**src/rtl/btb_update_scheduler.sv**
```systemverilog
`default_nettype none
//==============================================================================
// btb_update_scheduler - BTB invalidation sweep and resolved-branch update
// sequencer driving a single registered BTB write port.   Rev 1.0
//==============================================================================
module btb_update_scheduler #(
    parameter int DATA_WIDTH = 32,
    parameter int BTB_ROWS   = 16,
    parameter int FIFO_DEPTH = 4,
    localparam int IW = $clog2(BTB_ROWS),
    localparam int TW = DATA_WIDTH - IW - 2
) (
    input  logic                  clk,
    input  logic                  rst_n,
    input  logic                  res_valid_e,
    input  logic [DATA_WIDTH-1:0] res_pc_e,
    input  logic [DATA_WIDTH-1:0] res_target_e,
    input  logic                  res_taken_e,
    input  logic                  res_uncond_e,
    input  logic                  res_pred_taken_e,
    input  logic [DATA_WIDTH-1:0] res_pred_target_e,
    input  logic                  flush_req,
    output logic                  mispredict_e,
    output logic [DATA_WIDTH-1:0] redirect_pc_e,
    output logic                  btb_we,
    output logic [IW-1:0]         btb_idx,
    output logic                  btb_valid,
    output logic                  btb_pred,
    output logic                  btb_uncond,
    output logic [TW-1:0]         btb_tag,
    output logic [DATA_WIDTH-1:0] btb_target,
    output logic                  busy,
    output logic [7:0]            drop_cnt
);
    localparam int PW = $clog2(FIFO_DEPTH);
    localparam int EW = 2 + IW + TW + DATA_WIDTH;

    localparam logic [0:0] S_SWEEP = 1'b0;
    localparam logic [0:0] S_RUN   = 1'b1;

    localparam logic [IW:0] SWEEP_END = (IW+1)'(BTB_ROWS);
    localparam logic [PW:0] FIFO_FULL = (PW+1)'(FIFO_DEPTH);

    logic [0:0]            state_q, state_d;
    logic [IW:0]           sweep_cnt_q, sweep_cnt_d;
    logic [EW-1:0]         fifo_q [FIFO_DEPTH];
    logic [EW-1:0]         fifo_d [FIFO_DEPTH];
    logic [PW-1:0]         wr_ptr_q, wr_ptr_d;
    logic [PW-1:0]         rd_ptr_q, rd_ptr_d;
    logic [PW:0]           count_q, count_d;
    logic                  btb_we_q, btb_we_d;
    logic [IW-1:0]         btb_idx_q, btb_idx_d;
    logic                  btb_valid_q, btb_valid_d;
    logic                  btb_pred_q, btb_pred_d;
    logic                  btb_uncond_q, btb_uncond_d;
    logic [TW-1:0]         btb_tag_q, btb_tag_d;
    logic [DATA_WIDTH-1:0] btb_target_q, btb_target_d;
    logic                  busy_q, busy_d;
    logic [7:0]            drop_cnt_q, drop_cnt_d;

    logic                  w_enq;
    logic                  w_pop;
    logic                  w_full;
    logic                  w_accept;
    logic [EW-1:0]         w_new_entry;
    logic [EW-1:0]         w_head;

    assign mispredict_e  = res_valid_e &
                           ((res_pred_taken_e != res_taken_e) |
                            (res_taken_e & (res_pred_target_e != res_target_e)));
    assign redirect_pc_e = res_taken_e ? res_target_e : res_pc_e + DATA_WIDTH'(4);

    // Queue entry layout: {pred, uncond, idx, tag, target}; valid is implied.
    assign w_new_entry = {res_taken_e, res_uncond_e, res_pc_e[IW+1:2],
                          res_pc_e[DATA_WIDTH-1:IW+2], res_target_e};
    assign w_head      = fifo_q[rd_ptr_q];

    assign w_enq    = (state_q == S_RUN) & res_valid_e & ~flush_req;
    assign w_pop    = (state_q == S_RUN) & (count_q != '0);
    assign w_full   = (count_q == FIFO_FULL);
    assign w_accept = w_enq & ~(w_full & ~w_pop);

    always_ff @(posedge clk or negedge rst_n) begin
        if (!rst_n) begin
            state_q      <= S_SWEEP;
            sweep_cnt_q  <= '0;
            for (int i = 0; i < FIFO_DEPTH; i++) begin
                fifo_q[i] <= '0;
            end
            wr_ptr_q     <= '0;
            rd_ptr_q     <= '0;
            count_q      <= '0;
            btb_we_q     <= 1'b0;
            btb_idx_q    <= '0;
            btb_valid_q  <= 1'b0;
            btb_pred_q   <= 1'b0;
            btb_uncond_q <= 1'b0;
            btb_tag_q    <= '0;
            btb_target_q <= '0;
            busy_q       <= 1'b1;
            drop_cnt_q   <= '0;
        end else begin
            state_q      <= state_d;
            sweep_cnt_q  <= sweep_cnt_d;
            fifo_q       <= fifo_d;
            wr_ptr_q     <= wr_ptr_d;
            rd_ptr_q     <= rd_ptr_d;
            count_q      <= count_d;
            btb_we_q     <= btb_we_d;
            btb_idx_q    <= btb_idx_d;
            btb_valid_q  <= btb_valid_d;
            btb_pred_q   <= btb_pred_d;
            btb_uncond_q <= btb_uncond_d;
            btb_tag_q    <= btb_tag_d;
            btb_target_q <= btb_target_d;
            busy_q       <= busy_d;
            drop_cnt_q   <= drop_cnt_d;
        end
    end

    always_comb begin
        state_d = state_q;
        if (flush_req) begin
            state_d = S_SWEEP;
        end else if ((state_q == S_SWEEP) && (sweep_cnt_q == SWEEP_END)) begin
            state_d = S_RUN;
        end
    end

    // A flush immediately presents the row-0 invalidate, so the counter resumes at 1.
    always_comb begin
        sweep_cnt_d  = sweep_cnt_q;
        fifo_d       = fifo_q;
        wr_ptr_d     = wr_ptr_q;
        rd_ptr_d     = rd_ptr_q;
        count_d      = count_q;
        btb_we_d     = 1'b0;
        btb_idx_d    = btb_idx_q;
        btb_valid_d  = btb_valid_q;
        btb_pred_d   = btb_pred_q;
        btb_uncond_d = btb_uncond_q;
        btb_tag_d    = btb_tag_q;
        btb_target_d = btb_target_q;
        drop_cnt_d   = drop_cnt_q;
        busy_d       = (state_d == S_SWEEP);

        if (flush_req) begin
            sweep_cnt_d  = (IW+1)'(1);
            wr_ptr_d     = '0;
            rd_ptr_d     = '0;
            count_d      = '0;
            btb_we_d     = 1'b1;
            btb_idx_d    = '0;
            btb_valid_d  = 1'b0;
            btb_pred_d   = 1'b0;
            btb_uncond_d = 1'b0;
            btb_tag_d    = '0;
            btb_target_d = '0;
        end else if (state_q == S_SWEEP) begin
            if (sweep_cnt_q != SWEEP_END) begin
                sweep_cnt_d  = sweep_cnt_q + (IW+1)'(1);
                btb_we_d     = 1'b1;
                btb_idx_d    = sweep_cnt_q[IW-1:0];
                btb_valid_d  = 1'b0;
                btb_pred_d   = 1'b0;
                btb_uncond_d = 1'b0;
                btb_tag_d    = '0;
                btb_target_d = '0;
            end
        end else begin
            if (w_pop) begin
                btb_we_d     = 1'b1;
                btb_valid_d  = 1'b1;
                btb_pred_d   = w_head[EW-1];
                btb_uncond_d = w_head[EW-2];
                btb_idx_d    = w_head[DATA_WIDTH+TW+IW-1:DATA_WIDTH+TW];
                btb_tag_d    = w_head[DATA_WIDTH+TW-1:DATA_WIDTH];
                btb_target_d = w_head[DATA_WIDTH-1:0];
                rd_ptr_d     = rd_ptr_q + PW'(1);
            end
            if (w_accept) begin
                fifo_d[wr_ptr_q] = w_new_entry;
                wr_ptr_d         = wr_ptr_q + PW'(1);
            end else if (w_enq && (drop_cnt_q != 8'hFF)) begin
                drop_cnt_d = drop_cnt_q + 8'd1;
            end
            count_d = count_q + (PW+1)'(w_accept) - (PW+1)'(w_pop);
        end
    end

    assign btb_we     = btb_we_q;
    assign btb_idx    = btb_idx_q;
    assign btb_valid  = btb_valid_q;
    assign btb_pred   = btb_pred_q;
    assign btb_uncond = btb_uncond_q;
    assign btb_tag    = btb_tag_q;
    assign btb_target = btb_target_q;
    assign busy       = busy_q;
    assign drop_cnt   = drop_cnt_q;

endmodule
`default_nettype wire

```
**config.mk**
```make
export PLATFORM = sky130hd
export DESIGN_NAME = btb_update_scheduler
export DESIGN_NICKNAME = d
export VERILOG_FILES = /design/src/rtl/btb_update_scheduler.sv
export SDC_FILE = /design/constraint.sdc
export NUM_CORES = 1
export LEC_CHECK = 0
export BUFFER_PORTS_ARGS = -buffer_cell sky130_fd_sc_hd__buf_4
export CORE_MARGIN = 3
export CORE_UTILIZATION = 45
export DETAILED_ROUTE_END_ITERATION = 6
export PLACE_DENSITY = 0.67
export SLEW_MARGIN = 25
export SYNTH_ARGS = -nofsm -noshare
export SYNTH_HDL_FRONTEND = slang
export SYNTH_SLANG_ARGS = --single-unit
```
**constraint.sdc**
```tcl
create_clock -name clk -period 4.94 [get_ports clk]
set_clock_uncertainty 0.05 [all_clocks]
set_input_delay 0.247 -clock clk [delete_from_list [all_inputs] [get_ports clk]]
set_output_delay 0.247 -clock clk [all_outputs]
set_load 0.02 [all_outputs]
```
==> metrics.txt <==
sequential area share after synthesis=55.3%; DR vias/cell=5.57; RSZ-0062 raised after global routing=no; DR top layer=met4; Root Driver=clkbuf_16; htree depth=2; clock power share=a little under half; Final #Nets=1416; Hold Path Depth=2; Slew headroom=a little over a third; routed length on met2=~20000 um; routed vias=a little under 10000; drt wl/cell=23.0 um; I/O Buffers=210; Peak VDD IR=0.194 mV; Worst Path Arrival=~3 ns; Worst Path Required=roughly 4.6 ns; Max Cap Viol=0; Synth Net Count=~1200; Avg Cell Area, Syn=14.7 um^2; most frequent cells in the layout=341 x dfrtp_1, 240 x mux2_1, 220 x buf_4; Rows=67; #FFs+latches synth=344; Final Instance Area=~19000 um^2; CTS tree=yes; FMAX=roughly 300 MHz; global-route wire length before repair=about 63000 um; Crit. End Element=primary output; post-route ant nets=0; clock-pin slew of the registers on the worst-case setup and hold paths=0.06 ns; final worst path period need=~3.3 ns; Leakage=approximately 9.8 nW; share of layout cells above drive strength 1=about 29%; Slew Viols, Final=0; die area=~37000 um^2; internal power=between 4 and 5 mW; Hold Path Origin=res_target_e[29]; DR pass1 iterations=4; # clock sinks=344; worst-path fanout max=11; combinational share of power=between 7 and 8%; Sw Share=between 20% and 30%; post-synthesis cell type count=40; power per cell area=~330 nW/um^2; R2R setup slack=about 2.2 ns; status=completed; met1 wire length=about 18000 um; DRC=0; core area=roughly 34000 um^2; placed inst area=~18000 um^2; GRT Util Overall=22.6%; Final Cycle Share=~67%; r2r startpoint=state_q; post-CTS setup repair buffer count=0; Mapped Cells=1061; Detail Placement HPWL=roughly 27000 um; Setup CP Type=in2out; total CTS buffers=38; WHS=between 0.01 and 0.015 ns; switching pwr=approximately 1.4 mW; number of global-route vias before repair=a little over 10000; synthesized area=15600 um^2; Initial DRC Count=roughly 480; Starting Density=a little under half; Worst Hold Path EP=fifo_q[221]; final setup margin=~1.6 ns; DR WL met3=1830 um; post-route setup TNS=0 ns; Final Hold Fails=0; Die W=192 um; largest net degree at the start of global routing=178; Ports=around 210; final setup violating endpoints=0; die height=around 190 um; share of power burned in registers=45.5%; Longest Clk Path Bufs=3; DP Worst Slack=2.22 ns; final WL=a little over 40000 um; Syn. warnings=0; path depth of the worst reg2reg path=5; R2R Path End=fifo_q[244]; HP Class=in2reg; most common cell after layout, fill and taps aside=dfrtp_1; GRT overflow=0; CP startpoint kind=input pin; worst skew pair latency=approximately 0.5 ns; global placement routability congestion=a little under 0.8; Slew @ Worst Pin=between 0.9 and 1 ns; initial antenna violation count=0; Area Overhead vs Synth=25.1%
==> area by class of cell <==
class	count	area [um^2]
clock buffer	60	1210
clock inverter	8	143
fill	2668	14300
sequential	344	8610
inverter	10	37.5
timing repair buffer	283	2360
multi-input combinational	626	6550
tap	448	561
antenna	1	2.50
==> cells by family after synthesis <==
family	Yosys count	share of synthesized area (%)
buf+inv	91	2.77
fa+ha+maj	10	0.852
simple gates	118	3.94
xor+xnor	69	3.88
compound gates	100	4.84
mux	329	28.4
flops	344	55.3
==> power by group through the flow <==
stage / Clock, mW / Combinational, mW / Sequential (mW)
floorplan: 0 / 0.175 / 2.94
finish: 3.00 / 0.481 / 2.90
global placement: 0 / 0.441 / 2.95
CTS: 3.05 / 0.483 / 2.90
detailed placement: 0 / 0.445 / 2.95
global route: 3.17 / 0.520 / 2.90
==> state kept, by name, indices dropped and copies added, names as in the netlist <==
register     count
btb_idx          4
btb_pred         1
btb_tag         26
btb_target      32
btb_uncond       1
btb_valid        1
btb_we           1
busy             1
count_q          3
drop_cnt         8
fifo_q         256
rd_ptr_q         2
state_q          1
sweep_cnt_q      5
wr_ptr_q         2
==> critical path, cell delays in order <==
cell           delay [ns]
dlygate4sd3_1        0.53
buf_4                0.15
ha_1                 0.21
nand3_1              0.20
nor2_1               0.65
and3_1               0.26
xor2_1               0.40
mux2_2               0.24
buf_4                0.13
==> what timing repair did <==
action,in CTS,in global routing
endpoints found under the setup margin,0,0
gates resized for setup,0,0
endpoints found under the hold margin,250,0
hold buffers,56,0
==> worst max path at each step <==
stage | start | depth (start not counted) | to | slack (ns)
after floorplan | count_q[1] | 10 | count_q[2] | 2.73
after global placement | res_pc_e[2] | 8 | redirect_pc_e[16] | 2.26
after detailed placement | res_pc_e[2] | 8 | redirect_pc_e[16] | 2.22
after CTS | res_pc_e[2] | 9 | redirect_pc_e[16] | 1.67
after global routing | res_pc_e[2] | 9 | redirect_pc_e[16] | 1.49
final | res_pc_e[2] | 9 | redirect_pc_e[16] | 1.61
==> cell usage after synthesis, drive strengths merged <==
| cell type | count | area, um^2 |
|---|---|---|
| mux2 | 263 | 2960 |
| and4 | 5 | 43.8 |
| a21oi | 4 | 20.0 |
| xnor2 | 19 | 166 |
| o31a | 1 | 8.76 |
| a22o | 63 | 552 |
| buf | 53 | 287 |
| ha | 9 | 113 |
| clkbuf | 28 | 108 |
| fa | 1 | 20.0 |
| and2b | 1 | 7.51 |
| nor2 | 18 | 83.8 |
| inv | 10 | 37.5 |
| nand2b | 1 | 6.26 |
| nand4 | 14 | 87.6 |
| dfstp | 1 | 26.3 |
| xor2 | 50 | 438 |
| a21o | 1 | 7.51 |
| nor3 | 3 | 20.0 |
| a31oi | 1 | 12.5 |
| nor4 | 6 | 37.5 |
| nor2b | 2 | 12.5 |
| and3 | 9 | 56.3 |
| o31ai | 1 | 7.51 |
| dfrtp | 343 | 8580 |
| nand3 | 13 | 65.1 |
| and2 | 1 | 6.26 |
| mux4 | 64 | 1440 |
| o21ai | 29 | 145 |
| nand2 | 45 | 186 |
| mux2i | 2 | 20.0 |
==> layer usage <==
| metal | global-route usage, % | vias up |
|---|---|---|
| met5 | 0 | - |
| met4 | 7.90 | 0 |
| met3 | 3.07 | 70 |
| met2 | 36.5 | 251 |
| met1 | 31.6 | 5228 |
| li1 | - | 4374 |
==> stage by stage <==
stage / util (%) / power (mW) / cells
global placement: 51.8 / 3.39 / 1652
detailed placement: 51.9 / 3.39 / 1654
floorplan: - / 3.12 / 1061
finish: 57.6 / 6.37 / 1780
global route: 57.6 / 6.60 / 1779
CTS: 57.5 / 6.43 / 1778
Power figures use the tool's default switching activity.
